--- config.mk ---
export PLATFORM = sky130hd
export DESIGN_NAME = toggle_counter
export DESIGN_NICKNAME = d
export VERILOG_FILES = /design/src/rtl/toggle_counter.sv
export SDC_FILE = /design/constraint.sdc
export NUM_CORES = 1
export LEC_CHECK = 0
export BUFFER_PORTS_ARGS = -buffer_cell sky130_fd_sc_hd__buf_4
export CORE_AREA = 5 5 42 44
export CTS_BUF_LIST = sky130_fd_sc_hd__clkbuf_8
export CTS_CLUSTER_DIAMETER = 120
export CTS_CLUSTER_SIZE = 40
export DETAILED_ROUTE_END_ITERATION = 10
export DIE_AREA = 0 0 47 49
export GPL_TIMING_DRIVEN = 1
export PLACE_DENSITY = 0.7
export SYNTH_ARGS = -nofsm -noshare
export SYNTH_HDL_FRONTEND = slang
export SYNTH_SLANG_ARGS = --single-unit
--- constraint.sdc ---
create_clock -name clk -period 1.18 [get_ports clk]
set_input_delay 0.059 -clock clk [delete_from_list [all_inputs] [get_ports clk]]
set_output_delay 0.059 -clock clk [all_outputs]
set_load 0.05 [all_outputs]
--- src/rtl/toggle_counter.sv ---
// Modulo-MOD counter built from T flip-flops: q[i] <= q[i] ^ t[i].
// Define TOGGLE_COUNTER_DOWN_EN to add the up port and down counting.
module toggle_counter #(
  parameter int WIDTH = 4,
  parameter int MOD   = 10
) (
  input  logic             clk,
  input  logic             rst_n,
  input  logic             en,
  input  logic             load,
  input  logic [WIDTH-1:0] din,
`ifdef TOGGLE_COUNTER_DOWN_EN
  input  logic             up,
`endif
  output logic [WIDTH-1:0] t,
  output logic [WIDTH-1:0] q,
  output logic [WIDTH-1:0] qbar,
  output logic             tc
);

  localparam logic [WIDTH:0]   MODW = (WIDTH+1)'(MOD);
  localparam logic [WIDTH-1:0] TOP  = WIDTH'(MOD - 1);

  logic [WIDTH-1:0] t_up;
  logic [WIDTH-1:0] ld_val;
  logic [WIDTH-1:0] step;
  logic             over;
  logic             term_up;
  logic             term;

  assign over    = ({1'b0, q} >= MODW);
  assign term_up = (q == TOP) || over;
  assign ld_val  = ({1'b0, din} < MODW) ? din : TOP;

  // Up toggles ripple on the AND of all lower ones.
  always_comb begin
    logic c;
    c = 1'b1;
    t_up = '0;
    for (int i = 0; i < WIDTH; i++) begin
      t_up[i] = c;
      c = c & q[i];
    end
  end

`ifdef TOGGLE_COUNTER_DOWN_EN
  logic [WIDTH-1:0] t_dn;
  logic             term_dn;

  assign term_dn = (q == '0) || over;

  always_comb begin
    logic c;
    c = 1'b1;
    t_dn = '0;
    for (int i = 0; i < WIDTH; i++) begin
      t_dn[i] = c;
      c = c & ~q[i];
    end
  end

  always_comb begin
    step = '0;
    term = 1'b0;
    if (up) begin
      term = term_up;
      step = term_up ? q : t_up;
    end else begin
      term = term_dn;
      step = term_dn ? (q ^ TOP) : t_dn;
    end
  end
`else
  always_comb begin
    term = term_up;
    step = term_up ? q : t_up;
  end
`endif

  always_comb begin
    t  = '0;
    tc = 1'b0;
    if (!rst_n) begin
      t  = '0;
      tc = 1'b0;
    end else if (load) begin
      t = q ^ ld_val;
    end else if (en) begin
      t  = step;
      tc = term;
    end
  end

  always_ff @(posedge clk or negedge rst_n) begin
    if (!rst_n) q <= '0;
    else        q <= q ^ t;
  end

  assign qbar = ~q;

endmodule

==> reports/qor.csv, run 1 <==
metric,value,unit
outcome,"complete, but fails checks",
violated checks,negative setup slack,
final hold vios,0,
Die Area,0.00230,mm2
r2r setup slk,-0.18,ns
max-capacitance violation count,0,
Netlist cell types,28,
Clock Sinks,4,
# rows,14,
Placed Area,771,um2
Root Buffer,clkbuf_8,
Pre-antenna DRT Iters,4,
wire length of the first global-routing pass,3320,um
"critical path fanouts, max",4,
Power Density,1560,mW/mm2
Die W,47,um
final net count,110,
Final WS setup,-0.399,ns
Setup CP Type,flop to output port,
register area share after synthesis,21.8,%
met1 Track Usage GR,22.8,%
antenna cells,0,
HPWL after DPL,1220,um
"final std cell area, no fill",0.00106,mm2
fmax,633,MHz
CP required,1.12,ns
area delta synth->final,130,%
Setup crit start kind,flop,
fillers,89,
HP Start,rst_n,
# DRC,0,
syn avg cell area,7.78,um2
Wirelength per Cell,18.2,um
DRT iter0 DRCs,22,
TritonCTS Buffers,3,
area of the multi-input gates,447,um2
Biggest register,q,
GR Util All Layers,20.3,%
Yosys top cell by area,dfrtp_1,
setup TNS,-2.74,ns
Yosys top cell area share,21.8,%
kind of end point of the critical path,output port,
Yosys reg bits,4,
met2 Usage GRT,34.2,%
Boundary Pins,21,
Commonest cells post-synth,"o21ai_0, a21oi_1, inv_1",
Area contributors post-synth,"dfrtp_1, o21ai_0, a21oi_1",
antenna-violating nets left,0,
Pleak,0.436,nW
WP data arrival,1.52,ns
Hold Path Depth,3,
CP peak stage delay,0.50,ns
"EDFF count, synth",0,
initial antenna violation count,0,
via count,647,
clk_lat worst skew,0.22,ns
pre-CTS worst setup slack,-0.228,ns
GP Congestion,0.830,
H-Tree Depth,1,
"Slew Viols, Final",0,
busiest grt layer,met2,
Critical R2R Launch,q[0],
"Slowest-stage cell, CP",dfrtp_4,
routed vias/inst,5.58,
CP top delay family,flip-flops,
layout cell share with drive strength beyond 1,78.0,%
crit path cell chain,mux2_4 > and3_4 > a21oi_4 > nor2_4 > buf_6,
Synth warnings,0,
final period utilization,134,%
largest net degree at the start of global routing,11,
post-synthesis instance area,459,um2
worst flop-to-flop path endpoint,q[0],
Max-slew headroom,77.8,%
Clock Skew,0.00142,ns
clock-pin slew on the worst setup and hold paths,0.03,ns
Tmin final,1.58,ns
Post-synth ARST share,100,%
Port Buf Inserts,20,
DIE HEIGHT,49,um
worst vdd ir,1.16,mV
Initial Util,32.8,%
worst r2r path cells,6,
"count leader, synth",o21ai_0,
Synth Flop Type,dfrtp_1,
M3 GR Usage,7.75,%
worst slew pin tran,0.330,ns
Seq. cell area,110,um2
Regs by FF count,q x4,
CTS tree,done,
vias in the first global route,682,
CTS max path bufs,2,
Gate Count Post-Synth,59,
syn nets,67,
worst hold path endpoint,q[3],
Overflow after GRT,0,
Post-Route WL,2110,um
Core Box Area,0.00140,mm2
worst hold path type,primary input to flop,
final setup fails,11,
number of buffers and inverters on the critical path,1,
Largest register FFs,4,
RSZ-0062 raised after global routing,yes,
[timing repair]
item,in CTS,in global routing
setup endpoints to repair,12,12
cloned,0,0
buffers inserted,5,4
pin swaps,6,5
endpoints found under the hold margin,4,0
resized for setup,32,13
hold buffers,1,0
[per-stage QoR]
step	total power, W	hold WS [ns]	util, %	cells
2_1_floorplan	0.000784	-0.237	-	59
3_3_place_gp	0.00104	-0.111	55.0	105
3_5_place_dp	0.00105	-0.104	55.0	105
4_1_cts	0.00153	0.211	69.9	113
5_1_grt	0.00171	0.264	75.4	116
6_report	0.00164	0.238	75.4	116
[worst min-delay path, delay by kind of cell]
kind	cells	cell delay, ns
buffers and inverters	1	0.14
AO/OA/AOI/OAI	1	0.10
AND/OR/NAND/NOR	1	0.10
[final cells by class]
type | count | area share, %
repair buffers | 41 | 37.6
multi-input cells | 46 | 42.3
well taps | 16 | 1.90
flip-flops and latches | 4 | 10.4
inverters | 6 | 3.91
clock buffers | 3 | 3.91
[routing by layer]
layer  routed length, um  part of all wire [%]
met1                 815                    39
met2                1150                    55
met3                 108                   5.1
met4                  35                   1.7
met5                   0                     0
[placed cells by master, fill, tap and decap left out, drive strengths merged]
master and count:
xnor2 2, clkinvlp 3, and3b 1, and3 2, nor3 2, o21ai 9, nand3b 1, inv 3
or3 1, o22ai 2, nor2 4, o221a 1, mux2 1, nand2b 1, nor2b 2, buf 40
dfrtp 4, o2bb2ai 1, a21oi 7, nor3b 1, dlygate4sd3 1, a31o 1, a211oi 2, a31oi 1
nand2 3, clkbuf 3, nand4 1
[worst max path at each step]
stage	from	to	slack, ns	depth (start not counted)
after floorplan	q[3]	q[3]	-0.49	5
after global placement	q[0]	t[1]	-0.21	5
after detailed placement	q[0]	t[1]	-0.23	5
after CTS	q[0]	t[1]	-0.38	5
after global routing	q[0]	t[1]	-0.43	5
final	q[0]	t[1]	-0.40	5
[kinds of logic (layout without fill, tap and decap cells)]
logic type                after synthesis  after routing  share of synthesized area [%]
AOI/OAI and AO/OA                      24             24                           31.9
and+or+nand+nor                        19             19                           27.8
buffers and inverters                   9             50                           11.4
DFF                                     4              4                           21.8
xor gates and xnor gates                2              2                           3.82
muxes                                   1              1                           3.27
[power by group]
part | switching [W] | internal [W]
clock network | 0.0000716 | 0.000218
registers | 0.0000521 | 0.000176
logic | 0.000633 | 0.000493
total | 0.000757 | 0.000886
Power figures use the tool's default switching activity.
==> run 2: changes to the inputs <==
Settings changed: CORE_AREA 5 5 42 44 to 3 3 40 42, CTS_BUF_LIST sky130_fd_sc_hd__clkbuf_8 to not set, DIE_AREA 0 0 47 49 to 0 0 43 45.
==> run 2 against run 1 <==
The run still ends with negative setup slack left. Combinational power decreased by 4%. Worst setup slack improved by 0.014 ns. Non-clock buffer count decreased by 2. Register-to-register slack improved by 0.05 ns. Critical path type unchanged. Largest cell class unchanged.
==> reports/qor.csv, run 2 (synthesis results as in run 1) <==
metric,value,unit,change
worst vdd ir,1.01,mV,-13%
Die Area,0.00194,mm2,-16%
wire length of the first global-routing pass,2720,um,-18%
Post-Route WL,1740,um,-18%
Wirelength per Cell,15.4,um,-16%
Placed Area,769,um2,-0.16%
Setup CP Type,flop to output port,,
most frequent cells in the layout,"buf_4, buf_6, o21ai_2, buf_8",,
max-capacitance violation count,0,,unchanged
Die W,43,um,-8.5%
antenna-violating nets left,0,,unchanged
Max-slew headroom,79.7,%,+2.0 points
outcome,"complete, but fails checks",,
Largest register FFs,4,,unchanged
GR Util All Layers,18.9,%,-1.3 points
HPWL after DPL,1140,um,-5.9%
vias in the first global route,588,,-14%
CTS tree,done,,
Biggest register,q,,
fillers,87,,-2.2%
CP peak stage delay,0.49,ns,about the same
final hold vios,0,,unchanged
Tmin final,1.56,ns,-0.0144 ns
worst slew pin tran,0.303,ns,-0.0265 ns
Final WS setup,-0.384,ns,+0.0144 ns
"Slew Viols, Final",0,,unchanged
Power Density,1460,mW/mm2,-5.9%
final setup fails,10,,-1
DIE HEIGHT,45,um,-8.2%
Pleak,0.417,nW,-4.4%
H-Tree Depth,1,,unchanged
DRT iter0 DRCs,17,,-23%
layout cell share with drive strength beyond 1,74.5,%,-3.5 points
RSZ-0062 raised after global routing,yes,,
"Slowest-stage cell, CP",dfrtp_4,,
Setup crit start kind,flop,,
CP required,1.12,ns,about the same
crit path cell chain,mux2_4 > and3_4 > a21oi_4 > nor2_4 > buf_6,,
TritonCTS Buffers,3,,unchanged
worst hold path type,primary input to flop,,
Clock Skew,0.00265,ns,+0.00123 ns
"critical path fanouts, max",4,,unchanged
initial antenna violation count,0,,unchanged
Boundary Pins,21,,unchanged
fmax,639,MHz,+0.92%
"commonest non-fill, non-tap cell in the layout",buf_4,,
Initial Util,35.7,%,+3.0 points
Port Buf Inserts,20,,unchanged
clock-pin slew on the worst setup and hold paths,0.04,ns,about the same
clk_lat worst skew,0.24,ns,+0.02 ns
kind of end point of the critical path,output port,,
CTS max path bufs,2,,unchanged
GP Congestion,0.859,,+3.5%
routed vias/inst,5.45,,-2.3%
Regs by FF count,q x4,,
# rows,13,,-1
Overflow after GRT,0,,unchanged
Core Box Area,0.00128,mm2,-8.3%
WP data arrival,1.51,ns,about the same
Clock Sinks,4,,unchanged
# DRC,0,,unchanged
Final Core Density,78.4,%,+3.0 points
final period utilization,133,%,-1.2 points
antenna cells,0,,unchanged
largest net degree at the start of global routing,11,,unchanged
"final std cell area, no fill",0.00101,mm2,-4.6%
violated checks,negative setup slack,,
Pre-antenna DRT Iters,4,,unchanged
number of buffers and inverters on the critical path,1,,unchanged
Root Buffer,clkbuf_4,,
final net count,108,,-1.8%
CP top delay family,flip-flops,,
via count,616,,-4.8%
area delta synth->final,119,%,
Final Power,0.00147,W,-10%
-- run 2: cell count changes in the layout (fill, tap and decap cells not counted), sizes merged --
| cell | before | now |
|---|---|---|
| buf | 40 | 38 |
-- run 2: metal layers --
metal | GRT usage, % | part of all wire, % | up-vias
met5 | 0 | 0 | -
li1 | - | - | 295
met1 | 22.5 | 41 | 286
met3 | 6.37 | 7.9 | 0
met2 | 32.6 | 51 | 35
met4 | 5.42 | 0 | 0
-- run 2: layout make-up --
type                            instances  area (um2)  share of cell area (%)
Clock buffer                            3        22.5                    2.24
Multi-Input combinational cell         46         433                    43.0
Timing Repair Buffer                   39         382                    37.9
Inverter                                6        41.3                    4.10
Sequential cell                         4         110                    10.9
Tap cell                               15        18.8                    1.86
-- run 2: final timing paths --
| path | from | endpoint | slack [ns] | cells after the start |
|---|---|---|---|---|
| worst min register to register | q[2] | q[2] | 0.80 | 3 |
| min in group asynchronous | rst_n | q[2] | 0.27 | 2 |
| worst max-delay path | q[0] | t[1] | -0.38 | 5 |
| max in group asynchronous | rst_n | q[1] | 0.71 | 2 |
| worst max register to register | q[3] | q[3] | -0.13 | 6 |
| worst min-delay path | rst_n | q[3] | 0.22 | 4 |
-- run 2: stage by stage --
step                      TNS, ns  std cells  hold WS [ns]  setup WS [ns]
after floorplan             -2.42         59        -0.237         -0.492
after global placement     -0.850        104        -0.113         -0.219
after detailed placement   -0.980        104        -0.111         -0.223
after CTS                   -2.37        113         0.197         -0.367
after global routing        -2.83        113         0.225         -0.420
final                       -2.28        113         0.221         -0.384
-- run 2: report_power, final --
part | leakage (nW) | switching [W] | internal (W)
clock | 0.0138 | 0.0000547 | 0.000114
combinational | 0.361 | 0.000610 | 0.000481
sequential | 0.0429 | 0.0000397 | 0.000175
-- run 2: tightest hold or removal path, delay by kind of cell --
family / cells / cell delay, ns
buffers and inverters: 1 / 0.13
AO/OA/AOI/OAI: 1 / 0.10
AND/OR/NAND/NOR: 2 / 0.13
-- run 2: what timing repair did --
action                                  in CTS  in global routing
pin swaps                                    7                  3
hold endpoints to repair                     4                  0
gates resized for setup                     35                 10
hold buffers                                 1                  0
buffers inserted                             5                  2
endpoints found under the setup margin      13                 15
